### config.mk
export PLATFORM = sky130hd
export DESIGN_NAME = vga_timing
export DESIGN_NICKNAME = d
export VERILOG_FILES = /design/src/rtl/vga_timing_pkg.sv /design/src/rtl/vga_delay_line.sv /design/src/rtl/vga_timing.sv
export SDC_FILE = /design/constraint.sdc
export NUM_CORES = 1
export LEC_CHECK = 0
export CAP_MARGIN = 20
export CORE_MARGIN = 1
export CORE_UTILIZATION = 49
export DETAILED_ROUTE_END_ITERATION = 8
export DONT_BUFFER_PORTS = 1
export SETUP_SLACK_MARGIN = 0.05
export SLEW_MARGIN = 10
export SYNTH_ARGS = -nofsm -noshare
export SYNTH_HDL_FRONTEND = slang
export SYNTH_SLANG_ARGS = --single-unit
export TNS_END_PERCENT = 50
### constraint.sdc
create_clock -name clk -period 2.28 [get_ports clk]
set_clock_uncertainty 0.1 [all_clocks]
set_input_delay 0.342 -clock clk [delete_from_list [all_inputs] [get_ports clk]]
set_output_delay 0.342 -clock clk [all_outputs]
set_load 0.01 [all_outputs]
### src/rtl/vga_timing_pkg.sv
// Shared constants for the 800x480 raster generator: default timing, derived
// totals and the counter width used by the timing block and its interface.
package vga_timing_pkg;

  localparam int CNT_W = 11;
  localparam int PIX_W = 24;

  localparam int H_ACTIVE_DEF = 800;
  localparam int H_FRONT_DEF  = 40;
  localparam int H_SYNC_DEF   = 128;
  localparam int H_BACK_DEF   = 88;
  localparam int V_ACTIVE_DEF = 480;
  localparam int V_FRONT_DEF  = 13;
  localparam int V_SYNC_DEF   = 3;
  localparam int V_BACK_DEF   = 29;

  localparam int H_TOTAL_DEF = H_ACTIVE_DEF + H_FRONT_DEF + H_SYNC_DEF + H_BACK_DEF;
  localparam int V_TOTAL_DEF = V_ACTIVE_DEF + V_FRONT_DEF + V_SYNC_DEF + V_BACK_DEF;

  // Half-open window test [lo, hi) on a counter value.
  function automatic logic in_window(input logic [CNT_W-1:0] val,
                                     input logic [CNT_W-1:0] lo,
                                     input logic [CNT_W-1:0] hi);
    return (val >= lo) && (val < hi);
  endfunction

endpackage

### src/rtl/vga_delay_line.sv
// Width x depth shift register with synchronous reset to a fixed value; used to
// match sync/de to the compositor's pixel latency.
module vga_delay_line #(
  parameter int               WIDTH   = 3,
  parameter int               DEPTH   = 2,
  parameter logic [WIDTH-1:0] RST_VAL = '0
) (
  input  logic             clk,
  input  logic             reset,
  input  logic [WIDTH-1:0] d,
  output logic [WIDTH-1:0] q
);

  logic [WIDTH-1:0] stage [DEPTH];

  always_ff @(posedge clk) begin
    if (reset) begin
      for (int i = 0; i < DEPTH; i++) stage[i] <= RST_VAL;
    end else begin
      stage[0] <= d;
      for (int i = 1; i < DEPTH; i++) stage[i] <= stage[i-1];
    end
  end

  assign q = stage[DEPTH-1];

endmodule

### src/rtl/vga_timing.sv
// Raster timing generator: free-running h/v counters, decoded sync/de delayed
// to the compositor latency, and a registered blanked RGB/sync output stage.
module vga_timing
  import vga_timing_pkg::*;
#(
  parameter int H_ACTIVE   = H_ACTIVE_DEF,
  parameter int H_FRONT    = H_FRONT_DEF,
  parameter int H_SYNC     = H_SYNC_DEF,
  parameter int H_BACK     = H_BACK_DEF,
  parameter int V_ACTIVE   = V_ACTIVE_DEF,
  parameter int V_FRONT    = V_FRONT_DEF,
  parameter int V_SYNC     = V_SYNC_DEF,
  parameter int V_BACK     = V_BACK_DEF,
  parameter bit HS_POL     = 1'b0,
  parameter bit VS_POL     = 1'b0,
  parameter int PIPE_DELAY = 2
) (
  input  logic             clk,
  input  logic             reset,
  input  logic [PIX_W-1:0] pixel_in,
  output logic [CNT_W-1:0] vga_h,
  output logic [CNT_W-1:0] vga_v,
  output logic             line_start,
  output logic             frame_start,
  output logic             vga_hs,
  output logic             vga_vs,
  output logic             vga_de,
  output logic [PIX_W-1:0] vga_rgb
);

  localparam int H_TOTAL = H_ACTIVE + H_FRONT + H_SYNC + H_BACK;
  localparam int V_TOTAL = V_ACTIVE + V_FRONT + V_SYNC + V_BACK;

  localparam logic [CNT_W-1:0] H_LAST   = CNT_W'(H_TOTAL - 1);
  localparam logic [CNT_W-1:0] V_LAST   = CNT_W'(V_TOTAL - 1);
  localparam logic [CNT_W-1:0] H_ACT    = CNT_W'(H_ACTIVE);
  localparam logic [CNT_W-1:0] V_ACT    = CNT_W'(V_ACTIVE);
  localparam logic [CNT_W-1:0] HS_START = CNT_W'(H_ACTIVE + H_FRONT);
  localparam logic [CNT_W-1:0] HS_END   = CNT_W'(H_ACTIVE + H_FRONT + H_SYNC);
  localparam logic [CNT_W-1:0] VS_START = CNT_W'(V_ACTIVE + V_FRONT);
  localparam logic [CNT_W-1:0] VS_END   = CNT_W'(V_ACTIVE + V_FRONT + V_SYNC);

  logic       raw_hs, raw_vs, raw_de;
  logic [2:0] dly_q;
  logic       d_hs, d_vs, d_de;

  always_ff @(posedge clk) begin
    if (reset) begin
      vga_h <= '0;
      vga_v <= '0;
    end else if (vga_h == H_LAST) begin
      vga_h <= '0;
      vga_v <= (vga_v == V_LAST) ? '0 : vga_v + CNT_W'(1);
    end else begin
      vga_h <= vga_h + CNT_W'(1);
    end
  end

  assign line_start  = (vga_h == '0);
  assign frame_start = (vga_h == '0) && (vga_v == '0);

  // Internally sync/de are active-high; panel polarity is only applied at the pins.
  assign raw_de = (vga_h < H_ACT) && (vga_v < V_ACT);
  assign raw_hs = in_window(vga_h, HS_START, HS_END);
  assign raw_vs = in_window(vga_v, VS_START, VS_END);

  vga_delay_line #(
    .WIDTH   (3),
    .DEPTH   (PIPE_DELAY),
    .RST_VAL (3'b000)
  ) u_delay (
    .clk   (clk),
    .reset (reset),
    .d     ({raw_hs, raw_vs, raw_de}),
    .q     (dly_q)
  );

  assign {d_hs, d_vs, d_de} = dly_q;

  always_ff @(posedge clk) begin
    if (reset) begin
      vga_hs  <= ~HS_POL;
      vga_vs  <= ~VS_POL;
      vga_de  <= 1'b0;
      vga_rgb <= '0;
    end else begin
      vga_hs  <= d_hs ? HS_POL : ~HS_POL;
      vga_vs  <= d_vs ? VS_POL : ~VS_POL;
      vga_de  <= d_de;
      vga_rgb <= d_de ? pixel_in : '0;
    end
  end

endmodule

Word level (Yosys, flattened, before mapping)
Memory sizes are Yosys's and may differ from the RTL's.
Index checks and enable logic that the tools add are counted.
Storage, ports and cells
  flip-flop bits (word level): 49
  bits in latches: 0
  memory bits (writable): 6
  bits in read-only memories: 0
  input port bits: 26
  output and inout bits: 51
  logic and storage cells: 36
  memories: 1
Memories
  u_delay.stage: words 2, width 3, read ports 2, clocked after Yosys merged registers in 0, write ports 2, RTL line vga_delay_line.sv:14  | logic [WIDTH-1:0] stage [DEPTH];
Operators by class
  add/sub/neg operators: 2
  $mul: 0
  div/mod/pow operators: 0
  $lt $le $gt $ge: 6
  equal/unequal tests: 2
  shift operators: 0
  muxes and demuxes: 8
  bitwise gates (word level): 3
  reductions and logical operators: 8
Operators with widths (count)
  $add A11 B1 Y11 const B: 2
  $logic_not A11 Y1: 2
  $lt A11 B10 Y1 const B: 2
  $lt A11 B9 Y1 const B: 2
  $eq A11 B10 Y1 const B: 1
  $eq A11 B11 Y1 const B: 1
  $ge A11 B10 Y1 const B: 1
  $ge A11 B9 Y1 const B: 1
  $mux W11: 1
  $mux W3: 2
  $mux W1: 5
  $logic_and A1 B1 Y1: 4
  $reduce_or A2 Y1: 2
  $or A1 B1 Y1: 2
  $not A1 Y1: 1

Logic depth before layout (Yosys ltp)
  depth after elaboration: 3
  depth in mapped cells: 6
  gate-level depth less buffers: 6

Modules after synthesis
Synthesis repeated with hierarchy kept, for this count alone.
Unflattened totals
  cells, all modules: 216
  area total of the unflattened synthesis: 2094.5 µm²
By module, submodules not included
  vga_timing: instances 1, cells an instance 201, area an instance 1914.3 µm², sequential area each 980.9 µm²
  vga_delay_line: instances 1, cells an instance 15, area an instance 180.2 µm², sequential area each 120.1 µm²

Worst setup path after synthesis
Ideal clock, no wire load.
  path kind: register -> output
  start point: reg vga_h[5]
  end point: out frame_start
  data arrival time: 1552 ps
  data required time: 1838 ps
  slack: 286 ps
  stages on the path, launching flop included: 5
  buffers on the path: 0
  cell sequence: dfxtp_1 > nor3_4 > nand2_1 > nor4_1 > and4_1
Between the ends
  cells in the longest elaborated chain, start to end: 2
Ends and longest elaborated chain
  start: declaration: RTL line vga_timing.sv:21  | output logic [CNT_W-1:0] vga_h,
  start signal: assignment: RTL line vga_timing.sv:55  | vga_h <= vga_h + CNT_W'(1);
  $logic_not A11 Y1
  net line_start: RTL line vga_timing.sv:23  | output logic line_start,
  $logic_and A1 B1 Y1: RTL line vga_timing.sv:60  | assign frame_start = (vga_h == '0) && (vga_v == '0);
  end: declaration: RTL line vga_timing.sv:24  | output logic frame_start,
The timed path passes the listed nets, and every way through them passes these cells.

Worst setup path in the final report
  start point: reg vga_h[6]
  end point: out frame_start
Between the ends
  cells in the longest elaborated chain, start to end: 2
Ends and longest elaborated chain (RTL line)
  $logic_not A11 Y1: vga_timing.sv:60
  $logic_and A1 B1 Y1: vga_timing.sv:60
Every way passes these cells.

==> results.sh <==
export IMPL_run_status="completed"
export IMPL_final_min_period_over_clock_period_pct=94.8
export IMPL_first_pass_grt_wire_length_mm=6.18
export IMPL_sequential_to_total_area_share_from_yosys_stat_pct=53.8
export IMPL_critical_path_n_buffers_inverters=0
export IMPL_antennaDiodeCount=0
export IMPL_ys_types=33
export IMPL_effective_utilization_at_floorplan_pct=51.1
export IMPL_worstPathMaxFanout=6
export IMPL_clkTransAtPathRegs_ns=0.09
export IMPL_synth_simple_gate_area_share_pct=29.0
export IMPL_design_die_area_mm2=0.00444
export IMPL_power_ir_vdd_worst_v=0.000330
export IMPL_post_synth_instance_area_mm2=0.00205
export IMPL_worst_endpoint_required_ns=1.84
export IMPL_crit_arrival_ns=1.72
export IMPL_total_neg_setup_slack_ns=0
export IMPL_total_wire_length_after_detailed_routing_mm=3.87
export IMPL_ctsHtreeMaxLevel=2
export IMPL_crit_path_max_incr_delay_ns=0.42
export IMPL_maximum_number_of_pins_on_one_net_before_global_route_repair=26
export IMPL_cap_violations=0
export IMPL_synth_top_cell_area_share_pct=53.8
export IMPL_global_route_overflow_total=0
export IMPL_min_delay_path_depth=1
export IMPL_clkSinkCount=55
export IMPL_rr_worst_depth=5
export IMPL_worst_pin_slew_ns=0.451
export IMPL_synth_area_top_cells="sky130_fd_sc_hd__dfxtp_1 54%, sky130_fd_sc_hd__and2_1 7.6%, sky130_fd_sc_hd__xnor2_1 3.4%, sky130_fd_sc_hd__nor2_1 3.1%, sky130_fd_sc_hd__ha_1 3.1%"
export IMPL_grt_util_met2_pct=31.1
export IMPL_synthDominantAreaCellType="sky130_fd_sc_hd__dfxtp_1"
export IMPL_timing_final_max_slew_violations=0
export IMPL_yosys_warnings=0
export IMPL_detail_route_wl_per_cell_um=14.6
export IMPL_hold_viol=0
export IMPL_core_region_area_mm2=0.00400
export IMPL_seq_area_mm2=0.00110
export IMPL_synth_xor_xnor_area_share_pct=4.71
export IMPL_clkLatencyLatePin_ns=0.29
export IMPL_p_leak_uw=0.000814
export IMPL_port_buffers=0
export IMPL_via_count=1429
export IMPL_start_kind="flip-flop"
export IMPL_power_density_mw_per_mm2=744
export IMPL_cpMaxStageDelayCell="sky130_fd_sc_hd__dfxtp_1"
export IMPL_worstSetupEndpointType="output pin"
export IMPL_grt_use_met3_pct=5.65
export IMPL_placement_rows=23
export IMPL_synth_compound_gate_area_share_pct=6.24
export IMPL_share_of_synthesized_registers_carrying_an_async_set_or_reset_pct=0
export IMPL_viasPerCell=5.39
export IMPL_clock_tree_from_tritoncts="built"
export IMPL_cts_buffers_inserted=5
export IMPL_layout_min_cycle_time_ns=2.16
export IMPL_path_class="reg -> out"
export IMPL_synthTopCellsByCount="55 x sky130_fd_sc_hd__dfxtp_1, 25 x sky130_fd_sc_hd__and2_1, 17 x sky130_fd_sc_hd__nor2_1"
export IMPL_final_fill_count=366
export IMPL_synthesis_instances=208
export IMPL_post_route_cells_drive_above_1_share_pct=9.30
export IMPL_detail_route_drc_violations=0
export IMPL_grt_pass1_vias=1342
export IMPL_all_layer_gr_usage_pct=18.4
export IMPL_detail_route_antenna_nets=0
export IMPL_synth_edf_count=0
export IMPL_drt_first_iter_violations=45
export IMPL_boundaryPins=77
export IMPL_synth_mux_area_fraction_pct=0
export IMPL_avgSynthCellArea_um2=9.84
export IMPL_critPathTopFamily="simple AND/OR/NAND/NOR gates"
export IMPL_multi_input_area_um2=895
export IMPL_drt_pre_antenna_iters=4
export IMPL_unrepaired_setup_endpoints_after_global_routing="no"
export IMPL_gp_congestion=0.822
export IMPL_maxSlewHeadroom_pct=69.9
export IMPL_fin_nets=246
export IMPL_synthAdderAreaFrac_pct=3.06
export IMPL_grtUsageMet1_pct=21.6
export IMPL_hold_path_class="in -> reg"
export IMPL_dominantRegCellSynth="sky130_fd_sc_hd__dfxtp_1"
export IMPL_grt_antenna_before_repair=0
export IMPL_syn_num_nets=239
export IMPL_longest_clk_path_bufs=2
export IMPL_cp_cell_sequence="nor3_4 > nand2_1 > nor4_4 > and4_1"
export IMPL_setup_viol=0
export IMPL_maximum_clock_frequency_ghz=0.463
export IMPL_most_numerous_cell_in_the_yosys_netlist="sky130_fd_sc_hd__dfxtp_1"
export IMPL_global_route_layer_with_the_greatest_usage="met2"
export IMPL_largest_family_of_logic_cells_by_synthesized_area="simple AND/OR/NAND/NOR gates"
export IMPL_cts_root_buf="sky130_fd_sc_hd__clkbuf_8"
export IMPL_design_power_total_uw=1670
export IMPL_die_h_um=66.6
export IMPL_areaGrowthSynthToFinish_pct=9.60
export IMPL_worst_path_stages=4
export IMPL_die_width_um=66.6
export IMPL_dpl_hpwl_mm=2.77
export IMPL_postSynthRegisterBits=55
-- routing by layer --
metal  wire (µm)  part of all wire (%)  up-vias
li1            -                     -      711
met2        1960                    51       60
met1        1590                    41      653
met3         280                   7.2        5
met5           0                     0        -
met4          42                   1.1        0
-- sequential cells by signal (all words and copies together), names as in the netlist --
name and flops:
vga_rgb 24, vga_h 11, vga_v 11, u_delay.stage 6
vga_de 1, vga_hs 1, vga_vs 1
-- kinds of logic after synthesis --
| kind of cell | count (synthesis) |
|---|---|
| simple gates | 99 |
| flops | 55 |
| compound gates | 23 |
| buf+inv | 15 |
| xor+xnor | 11 |
| fa+ha+maj | 5 |
-- power by group --
group          switching, µW  internal, µW  total (µW)
combinational           30.6          24.3        54.9
sequential              20.0           978         998
clock                    294           321         615
-- stage by stage --
step           worst slack, ns  hold WS (ns)  instances  instance area [µm²]  util (%)
6_report                 0.120        0.0112        265                 2240      56.1
5_1_grt                 0.0508       0.00334        265                 2240      56.1
4_1_cts                 0.0614       0.00447        264                 2230      55.6
3_5_place_dp             0.251         0.260        256                 2100      52.6
3_3_place_gp             0.316         0.258        256                 2100      52.6
2_1_floorplan            0.286         0.256        208                 2050         -
-- final cells by class --
cell class / instances / area share [%]
Inverter: 10 / 1.67
Timing Repair Buffer: 5 / 1.79
Clock buffer: 5 / 3.07
Clock inverter: 2 / 1.67
Tap cell: 50 / 2.79
Multi-Input combinational cell: 138 / 39.9
Sequential cell: 55 / 49.1
-- path summary, 6_finish.rpt --
path / to / slack [ns] / start
setup / recovery: frame_start / 0.12 / vga_h[6]
hold reg to reg: vga_vs / 0.28 / u_delay.stage[0][4]
hold / removal: u_delay.stage[0][3] / 0.01 / reset
setup reg to reg: vga_v[1] / 0.23 / vga_h[0]
-- what timing repair did --
action,CTS,global route
gates resized for setup,1,1
pin swaps,0,2
hold buffers,1,0
gates cloned,0,0
setup endpoints to repair,1,1
setup buffers,0,1
hold endpoints to repair,5,0
-- cell usage in the layout (no fill, tap or decap), drive strengths merged, types with 4 or more instances in the layout --
master / synthesis / routed
a21oi: 10 / 10
and2: 25 / 25
buf: 2 / 4
clkbuf: 3 / 5
dfxtp: 55 / 55
ha: 5 / 5
inv: 10 / 10
nand2: 8 / 8
nand3: 8 / 8
nand4: 5 / 5
nor2: 17 / 17
nor2b: 5 / 5
nor4: 7 / 7
o21ai: 11 / 11
or3: 9 / 9
xnor2: 8 / 8
(Power assumes the default switching activity.)
